### src/rtl/serial_mag_cmp_if.sv
// rtl/serial_mag_cmp_if.sv - request/result bundle for the serial magnitude comparator
interface serial_mag_cmp_if #(
  parameter int WIDTH = 16
);
  logic             start;
  logic [WIDTH-1:0] A;
  logic [WIDTH-1:0] B;
  logic             signed_mode;
  logic             busy;
  logic             done;
  logic             AgtBo;
  logic             AeqBo;
  logic             AltBo;

  modport master (
    output start, A, B, signed_mode,
    input  busy, done, AgtBo, AeqBo, AltBo
  );

  modport slave (
    input  start, A, B, signed_mode,
    output busy, done, AgtBo, AeqBo, AltBo
  );
endinterface

### src/rtl/serial_mag_cmp.sv
// rtl/serial_mag_cmp.sv - digit-serial magnitude comparator, LSB digit first
module serial_mag_cmp #(
  parameter int WIDTH = 16,
  parameter int DIGIT = 1
) (
  input  logic             clk,
  input  logic             rst_n,
  serial_mag_cmp_if.slave  bus
);
  localparam int N  = WIDTH / DIGIT;
  localparam int CW = (N > 1) ? $clog2(N) : 1;

  generate
    if (WIDTH < 2 || DIGIT < 1 || (WIDTH % DIGIT) != 0) begin : gBadParams
      $error("serial_mag_cmp: WIDTH must be >= 2 and a multiple of DIGIT");
    end
  endgenerate

  typedef enum logic [1:0] {IDLE, RUN, DONE} stateT;

  stateT            state, nextState;
  logic [CW-1:0]    cnt;
  logic [WIDTH-1:0] opA, opB;
  logic             gt, eq, lt;
  logic             nextGt, nextEq, nextLt;
  logic [DIGIT-1:0] digA, digB;
  logic             lastDigit;
  logic             busyW, doneW;
  logic             resGt, resEq, resLt;

  // Flipping the sign bit maps two's complement onto offset binary,
  // so one unsigned datapath serves both modes.
  logic [WIDTH-1:0] signFlip;
  assign signFlip = {bus.signed_mode, {(WIDTH-1){1'b0}}};

  always_ff @(posedge clk or negedge rst_n) begin
    if (!rst_n) state <= IDLE;
    else        state <= nextState;
  end

  always_comb begin
    nextState = state;
    busyW     = 1'b0;
    doneW     = 1'b0;
    digA      = opA[cnt*DIGIT +: DIGIT];
    digB      = opB[cnt*DIGIT +: DIGIT];
    lastDigit = (cnt == CW'(N - 1));
    nextGt    = gt;
    nextEq    = eq;
    nextLt    = lt;
    // Higher digits are seen later, so any inequality simply overwrites.
    if (digA > digB) begin
      nextGt = 1'b1; nextEq = 1'b0; nextLt = 1'b0;
    end else if (digA < digB) begin
      nextGt = 1'b0; nextEq = 1'b0; nextLt = 1'b1;
    end
    case (state)
      IDLE: if (bus.start) nextState = RUN;
      RUN: begin
        busyW = 1'b1;
        if (lastDigit) nextState = DONE;
      end
      DONE: begin
        busyW     = 1'b1;
        doneW     = 1'b1;
        nextState = IDLE;
      end
      default: nextState = IDLE;
    endcase
  end

  always_ff @(posedge clk or negedge rst_n) begin
    if (!rst_n) begin
      cnt   <= '0;
      opA   <= '0;
      opB   <= '0;
      gt    <= 1'b0;
      eq    <= 1'b1;
      lt    <= 1'b0;
      resGt <= 1'b0;
      resEq <= 1'b0;
      resLt <= 1'b0;
    end else begin
      case (state)
        IDLE: if (bus.start) begin
          opA <= bus.A ^ signFlip;
          opB <= bus.B ^ signFlip;
          cnt <= '0;
          gt  <= 1'b0;
          eq  <= 1'b1;
          lt  <= 1'b0;
        end
        RUN: begin
          cnt <= cnt + 1'b1;
          gt  <= nextGt;
          eq  <= nextEq;
          lt  <= nextLt;
          if (lastDigit) begin
            resGt <= nextGt;
            resEq <= nextEq;
            resLt <= nextLt;
          end
        end
        default: ;
      endcase
    end
  end

  assign bus.busy  = busyW;
  assign bus.done  = doneW;
  assign bus.AgtBo = resGt;
  assign bus.AeqBo = resEq;
  assign bus.AltBo = resLt;
endmodule
### src/flat_wrapper.sv
// flat-port wrapper written by rule: the top's interface ports become plain ports
module serial_mag_cmp_flat 
#(
  parameter int WIDTH = 16,
  parameter int DIGIT = 1
)
  (clk, rst_n, bus_start, bus_A, bus_B, bus_signed_mode, bus_busy, bus_done, bus_AgtBo, bus_AeqBo, bus_AltBo);
  serial_mag_cmp_if #(.WIDTH(WIDTH)) bus_i ();
  input  logic clk;
  input  logic rst_n;
  input wire logic [$bits(bus_i.start)-1:0] bus_start;
  input wire logic [$bits(bus_i.A)-1:0] bus_A;
  input wire logic [$bits(bus_i.B)-1:0] bus_B;
  input wire logic [$bits(bus_i.signed_mode)-1:0] bus_signed_mode;
  output wire logic [$bits(bus_i.busy)-1:0] bus_busy;
  output wire logic [$bits(bus_i.done)-1:0] bus_done;
  output wire logic [$bits(bus_i.AgtBo)-1:0] bus_AgtBo;
  output wire logic [$bits(bus_i.AeqBo)-1:0] bus_AeqBo;
  output wire logic [$bits(bus_i.AltBo)-1:0] bus_AltBo;
  assign bus_i.start = bus_start;
  assign bus_i.A = bus_A;
  assign bus_i.B = bus_B;
  assign bus_i.signed_mode = bus_signed_mode;
  assign bus_busy = bus_i.busy;
  assign bus_done = bus_i.done;
  assign bus_AgtBo = bus_i.AgtBo;
  assign bus_AeqBo = bus_i.AeqBo;
  assign bus_AltBo = bus_i.AltBo;
  serial_mag_cmp #(.WIDTH(WIDTH), .DIGIT(DIGIT)) u_core (.clk(clk), .rst_n(rst_n), .bus(bus_i));
endmodule
### config.mk
export PLATFORM = sky130hd
export DESIGN_NAME = serial_mag_cmp_flat
export DESIGN_NICKNAME = d
export VERILOG_FILES = /design/src/rtl/serial_mag_cmp_if.sv /design/src/rtl/serial_mag_cmp.sv /design/src/flat_wrapper.sv
export SDC_FILE = /design/constraint.sdc
export NUM_CORES = 1
export LEC_CHECK = 0
export ABC_AREA = 1
export BUFFER_PORTS_ARGS = -buffer_cell sky130_fd_sc_hd__clkbuf_2
export CORE_ASPECT_RATIO = 1.2
export CORE_MARGIN = 1
export CORE_UTILIZATION = 52
export CTS_BUF_LIST = sky130_fd_sc_hd__clkbuf_8
export DETAILED_ROUTE_END_ITERATION = 16
export GPL_TIMING_DRIVEN = 1
export PLACE_DENSITY = 0.9
export REMOVE_ABC_BUFFERS = 1
export SLEW_MARGIN = 20
export SYNTH_ARGS = -nofsm -noshare
export SYNTH_HDL_FRONTEND = slang
export SYNTH_SLANG_ARGS = --single-unit
export TNS_END_PERCENT = 30
### constraint.sdc
create_clock -name clk -period 1.9 [get_ports clk]
set_input_delay 0.19 -clock clk [delete_from_list [all_inputs] [get_ports clk]]
set_output_delay 0.19 -clock clk [all_outputs]
set_load 0.02 [all_outputs]
==> results summary <==
The sum of buffers and inverters on the critical path came out at 2. The register clock-pin slew on the reported worst setup and hold paths is approximately 0.08 ns. The commonest cells after synthesis are nand2_1, dfrtp_1, nor2_1. The power per unit of standard cell area came out at 1779 nW/um^2.

Fill cells in the final layout number 306. The proportion of power drawn by flip-flops and latches came out at 0.333. The async set or reset register ratio after synthesis is 1.000. The clock net sink count came out at 44. The worst clock skew is just over 0.009 ns. The type of the worst setup path is reg2reg. The mean cell area of the mapped netlist is between 7 and 8 um^2. The most instantiated library cell after synthesis is nand2_1. The area added between synthesis and finish came out at 24.33%. Routability-driven placement finished with a final weighted congestion of 0.8477.

The H-tree generated during clock tree synthesis spans 2 levels. The number of nets at the end of the flow is 382. TritonCTS built the clock tree. In the synthesized netlist the dominant register cell turns out to be dfrtp_1.

The number of storage elements in the synthesis netlist is 44. The number of global-route vias before repair is 1885. The max-slew violation count came to 0. The count of pins on the block boundary came out at 41. The arrival time of data at the critical path endpoint came out at around 2.2 ns. Counting flops with a built-in enable in the synthesized netlist gives 0. The setup slack after layout came out at -0.1289 ns. The post-synthesis cell count came out at 288.

The beginning of the worst register-to-register path is u_core.cnt[0]. Of the post-synthesis cell area, the dominant cell type holds 0.4821. In this run the tightest slew margin relative to its limit is 0.8033. The internal power of the cells is about 2.8 mW. The largest net degree at the start of global routing came out at 44. The signal on the critical path passes through buf_12, nor2_1, nor2_1, o21ai_0, nand3_1, nand3_2, nand2_2, ha_4, mux2_4, inv_4, o21ai_2. In this run the worst setup path begins at u_core.cnt[0]. The synthesized cell area came out at 2232 um^2. The remaining antenna violation count after routing is 0. The clock power share is 0.119.

The number of unique standard cell types used by synthesis is 24. In this run the worst path has a maximum fanout of 7. dfrtp_1 takes more of the synthesized area than any other cell. In the final layout, the share of cells above drive strength 1 is 0.2566. The filler-free cell count of the finished design is 393. On the critical path the largest part of the delay comes from flip-flops. The mean routed wirelength per cell is 12.70 um. The biggest cell delay along the critical path came out at 0.49 ns. The area of the die came out at approximately 4600 um^2. The clock period minus final worst setup slack is 2.029 ns. The global-route wire length before repair is 7997 um.

The transition time at the pin with the least slew margin came out at 0.2948 ns. The number of antenna cells inserted is 0. The maximum achievable frequency is between 0.4 and 0.5 GHz. The residual DRC count came out at 0.

Setup repair after global routing could not meet its margin everywhere. The number of max-cap violations is 0. The flow ran to the end, but the final reports show violations. The clock latency reported for the late side of the worst-skew pair came out at 0.30 ns. The maximum buffer depth of the clock tree came out at 2. The required time of the worst setup path came out at between 2 and 2.5 ns. The final number of setup-violating endpoints is 3.

The total overflow reported by the global router is 0. The final route contains around 2000 vias. In the global route stage, overall resource usage came out at 0.2431.

STA classifies the critical path endpoint as a flip-flop. The ratio of final minimum period to clock period came out at 1.068. The worst hold path begins at bus_A[8]. After floorplanning, the core was divided into 25 placement rows. The via-per-instance ratio came out at 5.074. The number of clock buffers inserted by TritonCTS is 5. For this design, the slowest cell found on the critical path is dfrtp_2. For this run, the detailed router's first-pass iteration total came to 4.

The cell count after placement is roughly 380. The maximum vdd ir drop came out at 0.7384 mV. The class of the tightest hold or removal check is in2reg.

Of the total power, the share spent switching nets is 0.4326. In the post-synthesis netlist, the biggest area contributors are dfrtp_1, nand2_1, o21ai_0. The HPWL after detailed placement is 3394 um. The count of yosys warnings during synthesis came out at 0. The routed design has 4992 um of wire.

The starting density of the core is 0.5532. The final reports fail on setup timing. The worst setup path is launched from a flip-flop. The cell occurring most often along the worst timing path is nor2_1. In this run the power spent charging and discharging nets is 2.136 mW. The die is 61.81 um wide.

After routing, the total negative slack on setup checks comes to -0.3391 ns. Of the synthesized area, sequential elements account for 0.4938. The root buffer cell chosen for the clock tree is clkbuf_8. The number of input and output port buffers inserted came out at 40. The number of hold-slack violations in the final timing report is 0.

The core area is approximately 4000 um^2. The number of DRC violations after detailed-routing iteration 0 came out at 77. Of the total power, combinational logic draws 0.548.

The number of antenna violations at the first check in global routing is 0. The static leakage is between 1 and 1.5 nW. The die height is 73.77 um.
[per-stage QoR]
stage	hold WS [ns]	power, mW	instance area [um^2]	worst slack (ns)	utilization
global placement	0.05809	3.676	2556	-0.06816	0.6335
CTS	0.08075	4.788	2743	-0.04459	0.6797
floorplan	-0.1056	3.101	2183	-0.2259	-
finish	0.08081	4.936	2775	-0.1289	0.6878
global route	0.09736	5.321	2775	-0.2327	0.6878
detailed placement	0.05826	3.798	2556	-0.1487	0.6335
[per-layer routing]
layer	global-route usage	share of wire
met1	0.2955	0.44
met2	0.4050	0.49
met3	0.03345	0.031
met4	0.1358	0.035
met5	0	0
[registers in the layout (all words and copies together), names as in the netlist, 2 cells and up]
name / count
u_core.opA: 16
u_core.opB: 16
u_core.cnt: 4
u_core.state: 2
[cells in the final DEF, fill, tap and decap left out, types with 3 or more instances in the layout]
cell type / instances
buf_4: 7
dfrtp_1: 42
inv_2: 3
inv_1: 25
o21ai_2: 3
ha_1: 6
nand2_2: 4
buf_12: 3
nor2_2: 3
a21oi_1: 5
nor2_1: 24
o21ai_1: 5
nand2_1: 108
o21ai_0: 20
nand3_1: 11
nor2_4: 4
clkbuf_2: 40
clkbuf_8: 6
[power by group through the flow]
stage | clock [mW] | combinational [mW] | sequential (mW)
floorplan | 0 | 1.50 | 1.60
finish | 0.587 | 2.70 | 1.64
global route | 0.621 | 3.01 | 1.69
detailed placement | 0 | 2.18 | 1.62
CTS | 0.593 | 2.57 | 1.63
global placement | 0 | 2.08 | 1.60
[layout make-up]
cell class	instances	area, um^2	area share
multi-input cells	206	1042	0.3756
flip-flops and latches	44	1104	0.3977
inverters	28	110.1	0.03968
repair buffers	53	361.6	0.1303
clock inverters	2	7.507	0.002705
well taps	54	67.56	0.02435
clock buffers	6	82.58	0.02976
[cell families after synthesis]
family | count (synthesis) | share of synthesized area
buf+inv | 38 | 0.06894
flops | 44 | 0.4938
fa+ha+maj | 8 | 0.04484
xor+xnor | 2 | 0.007849
mux | 2 | 0.01177
simple gates | 160 | 0.2898
compound gates | 34 | 0.08296
[worst paths after layout]
| path | to | slack, ns | depth (start not counted) |
|---|---|---|---|
| setup / recovery | u_core.bus.AgtBo | -0.13 | 11 |
| hold / removal | u_core.opA[8] | 0.08 | 3 |
| setup reg to reg | u_core.bus.AgtBo | -0.13 | 11 |
| hold reg to reg | u_core.opA[12] | 0.49 | 2 |
| max in group asynchronous | u_core.opB[13] | 1.16 | 3 |
| min in group asynchronous | u_core.gt | 0.27 | 2 |
[worst register-to-register path, delay by kind of cell, from the launching register on]
family,cells,cell delay (ns)
flip-flops,1,0.49
AND/OR/NAND/NOR,5,0.48
multiplexers,1,0.31
adder cells (fa/ha/maj),1,0.29
buffers and inverters,2,0.23
AO/OA/AOI/OAI,2,0.12
[repair_timing]
action	in CTS	in global routing
resized for setup	17	11
setup buffers	2	0
hold buffers	1	0
pin swaps	11	8
hold endpoints to repair	7	0
setup endpoints to repair	4	5
cloned	1	0
Power figures use the tool's default switching activity.
